File: src/rtl/excess_3_to_bcd_serial.sv
// ---------------------------------------------------------------------------
// excess_3_to_bcd_serial
//
// Bit-serial excess-3 to BCD decoder. Collects DIGITS excess-3 digits
// (least-significant digit first, each digit LSB first), removes the +3 bias
// from each one and presents the whole frame as packed BCD. Any code outside
// 0011..1100 is replaced by 4'hF in its slot and flags the frame as bad.
//
// Parameters
//   DIGITS     digits per frame, 1..8
//
// Ports
//   clock      system clock, rising edge active
//   reset      asynchronous active-high reset, clears all state and outputs
//   clear      synchronous abort of a partial frame (bcd_out/err keep value)
//   bit_valid  bit_in is accepted on a rising edge when high (and clear low)
//   bit_in     serial excess-3 data
//   bcd_out    packed BCD of the last completed frame, digit 0 in [3:0]
//   done       one-cycle pulse after the edge accepting a frame's final bit
//   err        last completed frame contained at least one invalid code
//   busy       a frame is partially received
// ---------------------------------------------------------------------------
module excess_3_to_bcd_serial #(
  parameter int DIGITS = 4
) (
  input  logic                  clock,
  input  logic                  reset,
  input  logic                  clear,
  input  logic                  bit_valid,
  input  logic                  bit_in,
  output logic [4*DIGITS-1:0]   bcd_out,
  output logic                  done,
  output logic                  err,
  output logic                  busy
);

  localparam int          W        = 4 * DIGITS;
  localparam logic [2:0]  LAST_DIG = 3'(DIGITS - 1);

  typedef enum logic {IDLE, RECV} state_t;

  state_t          state;
  logic [1:0]      bit_cnt;
  logic [2:0]      dig_cnt;
  logic [2:0]      code_sr;     // first three bits of the digit in flight
  logic [W-1:0]    acc;
  logic            frame_err;

  logic [3:0]      code_full;
  logic [3:0]      dig_val;
  logic            dig_bad;
  logic [W-1:0]    acc_nxt;
  logic            err_nxt;
  logic            last_bit;

  // Strip the excess-3 bias; returns {invalid, digit}.
  function automatic logic [4:0] decode_x3(input logic [3:0] c);
    logic [4:0] r;
    if (c >= 4'd3 && c <= 4'd12) r = {1'b0, c - 4'd3};
    else                         r = {1'b1, 4'hF};
    return r;
  endfunction

  // Digit assembly: the incoming bit is the MSB of the code when bit_cnt==3.
  always_comb begin
    code_full          = {bit_in, code_sr};
    {dig_bad, dig_val} = decode_x3(code_full);
    acc_nxt            = acc;
    for (int i = 0; i < DIGITS; i++) begin
      if (dig_cnt == 3'(i)) acc_nxt[4*i +: 4] = dig_val;
    end
    err_nxt  = frame_err | dig_bad;
    last_bit = (bit_cnt == 2'd3) && (dig_cnt == LAST_DIG);
  end

  // Control FSM, counters, accumulator and registered outputs.
  always_ff @(posedge clock or posedge reset) begin
    if (reset) begin
      state     <= IDLE;
      bit_cnt   <= 2'd0;
      dig_cnt   <= 3'd0;
      code_sr   <= 3'd0;
      acc       <= '0;
      frame_err <= 1'b0;
      bcd_out   <= '0;
      done      <= 1'b0;
      err       <= 1'b0;
      busy      <= 1'b0;
    end else begin
      done <= 1'b0;
      if (clear) begin
        // Abort wins over a simultaneous bit; completed results are kept.
        state     <= IDLE;
        busy      <= 1'b0;
        bit_cnt   <= 2'd0;
        dig_cnt   <= 3'd0;
        code_sr   <= 3'd0;
        acc       <= '0;
        frame_err <= 1'b0;
      end else if (bit_valid) begin
        code_sr <= code_full[3:1];
        bit_cnt <= bit_cnt + 2'd1;
        if (last_bit) begin
          state     <= IDLE;
          busy      <= 1'b0;
          dig_cnt   <= 3'd0;
          bcd_out   <= acc_nxt;
          err       <= err_nxt;
          done      <= 1'b1;
          acc       <= '0;
          frame_err <= 1'b0;
        end else begin
          state <= RECV;
          busy  <= 1'b1;
          if (bit_cnt == 2'd3) begin
            acc       <= acc_nxt;
            frame_err <= err_nxt;
            dig_cnt   <= dig_cnt + 3'd1;
          end
        end
      end
    end
  end

endmodule

File: config.mk
export PLATFORM = sky130hd
export DESIGN_NAME = excess_3_to_bcd_serial
export DESIGN_NICKNAME = d
export VERILOG_FILES = /design/src/rtl/excess_3_to_bcd_serial.sv
export SDC_FILE = /design/constraint.sdc
export NUM_CORES = 1
export LEC_CHECK = 0
export CAP_MARGIN = 0
export CORE_ASPECT_RATIO = 0.6
export CORE_UTILIZATION = 49
export DETAILED_ROUTE_END_ITERATION = 8
export GPL_TIMING_DRIVEN = 1
export PLACE_DENSITY_LB_ADDON = 0.1
export SLEW_MARGIN = 10
export SYNTH_ARGS = -nofsm -noshare
export SYNTH_HDL_FRONTEND = slang
export SYNTH_SLANG_ARGS = --single-unit
File: constraint.sdc
create_clock -name clock -period 1.6 [get_ports clock]
set_input_delay 0.16 -clock clock [delete_from_list [all_inputs] [get_ports clock]]
set_output_delay 0.16 -clock clock [all_outputs]
set_load 0.01 [all_outputs]
# --- Word level (Yosys, flattened, before mapping) ---
# Cells that the tools add are included.
op_classes:
  muxes: 27
  reduce_logical: 7
  add_sub_neg: 3
  magnitude_cmp: 2
  eq_ne: 4
  bitwise_logic: 2
op_table:
  columns: ["operator", "count"]
  rows:
  - ["$mux 16", 4]
  - ["$mux 3", 6]
  - ["$mux 4", 4]
  - ["$mux 1", 10]
  - ["$eq 3x2->1 const B", 2]
  - ["$mux 5", 1]
  - ["$ge 4x2->1 const B", 1]
  - ["$le 4x4->1 const B", 1]
  - ["$mux 2", 2]
  - ["$sub 4x2->4 const B", 1]
  - ["$add 3x1->3 const B", 1]
  - ["$eq 3x1->1 const B", 1]
  - ["$logic_not 3->1", 1]
  - ["$reduce_and 3->1", 1]
  - ["$reduce_bool 3->1", 1]
  - ["$add 2x1->2 const B", 1]
  - ["$eq 2x2->1 const B", 1]
  - ["$logic_and 1x1->1", 2]
  - ["$reduce_and 2->1", 1]
  - ["$reduce_bool 2->1", 1]
  - ["$not 1->1", 1]
  - ["$or 1x1->1", 1]
word_totals:
  out_inout_bits: 19
  elab_cells: 54
  input_bits: 5
  ff_bits: 44

# --- Longest topological paths before layout ---
depth:
  depth_word: 8
  mapped_depth: 6
  mapped_depth_nobuf: 5

# --- Least setup slack after synthesis ---
# No wires, ideal clock.
synth_timing:
  path_type: "reg-to-reg"
  start: "register code_sr[0]"
  end: "register bcd_out[0]"
  path_buffers: 1
  path_stages_with_launch: 7
  period_less_slack_ns: 1.475
  slack_ns: 0.125
  arrival_time_ns: 1.347
  required_ns: 1.471
  cell_sequence: "dfrtp_1 > inv_1 > ha_1 > and3b_1 > buf_4 > nor4_1 > o31ai_1"
synth_via:
  elab_chain_cells: 4
  word_cells_on_any_way: 6
  cone_classes: "add/sub (1); order compare (2); mux (2); reduce/logical (1)"
synth_rtl:
  columns: ["element", "line", "source"]
  rows:
  - ["start: declaration", "45", "logic [2:0] code_sr;"]
  - ["start signal: assignment", "101", "code_sr <= code_full[3:1];"]
  - ["$ge 4x2->1 or $le 4x4->1 (tied branches)", "59", "if (c >= 4'd3 && c <= 4'd12) r = {1'b0, c - 4'd3};"]
  - ["$logic_and 1x1->1", "59", null]
  - ["$mux 5 (*)", "59", null]
  - ["$mux 4 (*)", "70", "if (dig_cnt == 3'(i)) acc_nxt[4*i +: 4] = dig_val;"]
  - ["end signal: assignment", "107", "bcd_out <= acc_nxt;"]
  - ["end: declaration", "31", "output logic [4*DIGITS-1:0] bcd_out,"]
# Every way passes the cells marked *; elsewhere a longest branch is shown, timed or not.
# A chain may end at the register's enable or synchronous reset.

# --- Worst setup path in the final report ---
layout_timing:
  start: "register code_sr[1]"
  end: "register acc[4]"
layout_via:
  elab_chain_cells: 8
  word_cells_on_any_way: 9
  cone_classes: "order compare (2); mux (6); reduce/logical (1)"
layout_rtl:
  columns: ["element", "line", "source"]
  rows:
  - ["$ge 4x2->1 or $le 4x4->1 (tied branches)", "59", null]
  - ["$logic_and 1x1->1 (*)", "59", null]
  - ["$mux 5 (*)", "59", null]
  - ["$mux 4 (*)", "70", null]
  - ["$mux 16 (*)", "115", "if (bit_cnt == 2'd3) begin"]
  - ["$mux 16 (*)", "103", "if (last_bit) begin"]
  - ["$mux 16 (*)", "100", "end else if (bit_valid) begin"]
  - ["$mux 16 (*)", "91", "if (clear) begin"]
  - ["end signal: assignment", "116", "acc <= acc_nxt;"]
  - ["end: declaration", "46", "logic [W-1:0] acc;"]
# Every way passes the cells marked *; elsewhere a longest branch is shown, timed or not. The select of a mux whose other input is x is not followed.

==> summary.md <==
| Metric | Value |
|---|---|
| Die width | `84.5 um` |
| Max-cap violations | `0` |
| Worst EP arrival | `1800 ps` |
| Buffers on Ports | `23` |
| CTS max path bufs | `2` |
| Critical path depth | `7` |
| Fin area | `2860 um2` |
| Failing checks | `design-rule violations, negative setup slack` |
| Initial DRT Pass Iterations | `6` |
| Syn_area_per_cell | `10.8 um2` |
| Crit-path cells | `inv_2, ha_4, and3b_2, buf_6, nor3_4, buf_6, o2bb2ai_1` |
| Share of cells above drive strength 1 | `36.8%` |
| Row count | `17` |
| Non-filler cells, final | `300` |
| Worst setup path start | `code_sr[1]` |
| Critical Path Fanout Max | `5` |
| Die Area | `4350 um2` |
| Largest net degree at the start of global routing | `41` |
| Worst path max stage delay | `440 ps` |
| Initial DRC count | `132` |
| CTS Hold Bufs | `0` |
| Total grt overflow | `0` |
| Vias | `1839` |
| Minimum clock period | `1620 ps` |
| Fin crit share | `101%` |
| Final core utilization | `75.5%` |
| Clk slew on worst S/H paths | `80 ps` |
| Peak VDD IR | `526 uV` |
| Top FF cell, synth | `dfrtp_1` |
| Starting Density | `52.8%` |
| Sequential fraction of the synthesis area | `50.0%` |
| Crit path max-delay family | `simple AND/OR/NAND/NOR gates` |
| Critical path buffer and inverter count | `3` |
| CTS Buf Count | `5` |
| Top routing layer used | `met4` |
| Power Total | `1.91 mW` |
| Register bit count reported by yosys | `40` |
| Largest cells by area after synthesis | `dfrtp_1 (50%), o2bb2ai_1 (5.7%), ha_1 (4.4%)` |
| CTS tree | `yes` |
| First-pass GRT wire length | `8920 um` |
| Syn nets | `198` |
| Routed wire per std cell | `19.1 um` |
| Vias per Instance | `6.13` |
| Crit path launch type | `flip-flop` |
| Worst Max-Slew Pin Slew | `503 ps` |
| Sink Count | `40` |
| Cell Area, Placed | `2510 um2` |
| Root Driver | `clkbuf_8` |
| Worst-case reg-to-reg path depth | `7` |
| Critical path's slowest cell | `dfrtp_1` |
| Synth top area share | `50.0%` |
| Max-slew headroom | `66.4%` |
| Fin. Hold Viols | `0` |
| Worst R2R Start | `code_sr[1]` |
| WP data required | `1780 ps` |
| Synth Warn # | `0` |
| Post-Syn Area | `2000 um2` |
| Async set or reset register ratio after synthesis | `100%` |
| Placed insts | `285` |
| Post-Route M1 WL | `2620 um` |
| RSZ-0062 raised after global routing | `yes` |
| Most used cell, CP | `buf_6` |
| Htree depth | `2` |
| Initial antenna violation count | `0` |
| DP Wirelength | `3890 um` |
| Die H | `51.5 um` |
| Met2 WL | `2530 um` |
| Final wirelength | `5720 um` |
| Slew Limit Fails | `0` |
| CP Class | `flip-flop to flip-flop` |
| Metal3 WL | `405 um` |
| Final WS setup | `-19.8 ps` |
| Power Dens Cells | `667 nW/um2` |
| Clk Latency, worst-skew pair | `300 ps` |
| All-Layer GR Usage | `28.1%` |
| Library cells used by synthesis | `38` |
| Worst hold path type | `primary input to async pin` |
| Placer Congestion | `0.858` |
| I/O pin count | `24` |
| Fmax | `617 MHz` |
| Status | `finished, violations left` |
| Area growth syn-to-layout | `42.9%` |
| # diodes | `0` |
| EDFF count, synth | `0` |
| Remaining DRCs | `3` |
| CP Capture Type | `flip-flop` |
| Post-Synthesis Cells | `186` |
| Fin Clk Skew | `4.91 ps` |
| DRT antenna net count | `0` |
| Static leakage | `1.24 nW` |
| # setup viols final | `3` |
| Hold WS | `286 ps` |
| Synth area leader | `dfrtp_1` |
| Vias in the first global route | `1778` |
| Core area | `3790 um2` |
| Fill cell count | `243` |
| Setup tns final | `-37.3 ps` |
| Worst slack at placement | `-189 ps` |
| Fin nets | `265` |
[layout make-up]
cell class	count	area, um2	share of cell area, %
clock buffers	6	72.6	2.54
clock inverters	1	5.00	0.175
inverters	7	26.3	0.919
multi-input cells	129	1080	37.9
flip-flops and latches	40	1000	35.1
well taps	47	58.8	2.06
repair buffers	70	611	21.4
[what timing repair did]
item / in CTS / in global routing
endpoints found under the setup margin: 28 / 29
buffers inserted: 3 / 4
resized for setup: 9 / 36
cloned: 0 / 1
pin swaps: 2 / 8
[cell families after synthesis]
family	synth area share, %
adders and majority gates	4.38
and+or+nand+nor	15.7
DFF	50.0
AOI/OAI and AO/OA	22.7
muxes	2.00
buffers and inverters	4.75
xor gates and xnor gates	0.438
[worst paths after layout]
| path | slack, ps | endpoint |
|---|---|---|
| max | -20 | acc[4] |
| min | 290 | acc[3] |
| max reg2reg | -20 | acc[4] |
| min reg2reg | 490 | acc[9] |
| max in group asynchronous | 940 | code_sr[0] |
| min in group clock | 490 | acc[9] |
[cells in the final DEF, fill, tap and decap left out, types with 2 or more instances in the layout]
cell type        netlist  final
nand2_1                8      8
o31ai_4                0      2
o31ai_1                6      4
ha_4                   0      2
nor3_4                 1      3
o31ai_2                3      3
o21ai_1                4      3
clkbuf_8               0      5
buf_6                  2      4
nand2b_1               7      6
clkdlybuf4s50_1        0     23
a21oi_1                7      7
ha_2                   0      3
o21ai_0               16     16
nor2_1                12     12
ha_1                   7      2
o221ai_1               3      2
inv_1                  7      3
and2b_2                0      2
buf_4                  3     42
dfrtp_1               40     39
o2bb2ai_2              0      2
mux2i_1                4      4
nor4_4                 0      3
nand3_2                2      3
inv_2                  0      4
nor4_2                 0      3
o211ai_1               3      3
and3b_2                0      2
a31oi_1                7      7
o2bb2ai_1             13     11
[power breakdown]
part	internal, mW	switching [mW]	leakage (nW)
sequential	1.02	0.00923	0.553
clock	0.297	0.346	0.0410
combinational	0.107	0.126	0.649
total	1.42	0.482	1.24
[metal layers]
layer  track usage, %  up-vias
li1                 -      821
met1             38.1      918
met2             42.3       83
met3             7.78       17
met4             13.3        0
met5                0        -
[Yosys cell counts (all sizes together) (4+ instances only)]
library cell,n
o21ai,20
o2bb2ai,13
nor3,4
mux2i,4
ha,7
dfrtp,40
nor4,6
nand2,9
a21oi,7
a31oi,7
nor2,12
nand3,4
inv,7
buf,9
nand2b,7
o31ai,9
[registers in the layout, indices dropped and copies added (netlist names)]
register   cells
bcd_out       16
acc           12
code_sr        3
dig_cnt        3
bit_cnt        2
busy           1
done           1
err            1
frame_err      1
[worst reg2reg max path, delay by kind of cell (launching register included)]
kind	cells	cell delay (ps)
and+or+nand+nor	2	500
DFF	1	440
buffers and inverters	3	390
adders and majority gates	1	130
AOI/OAI and AO/OA	1	50
Power figures use the tool's default switching activity.
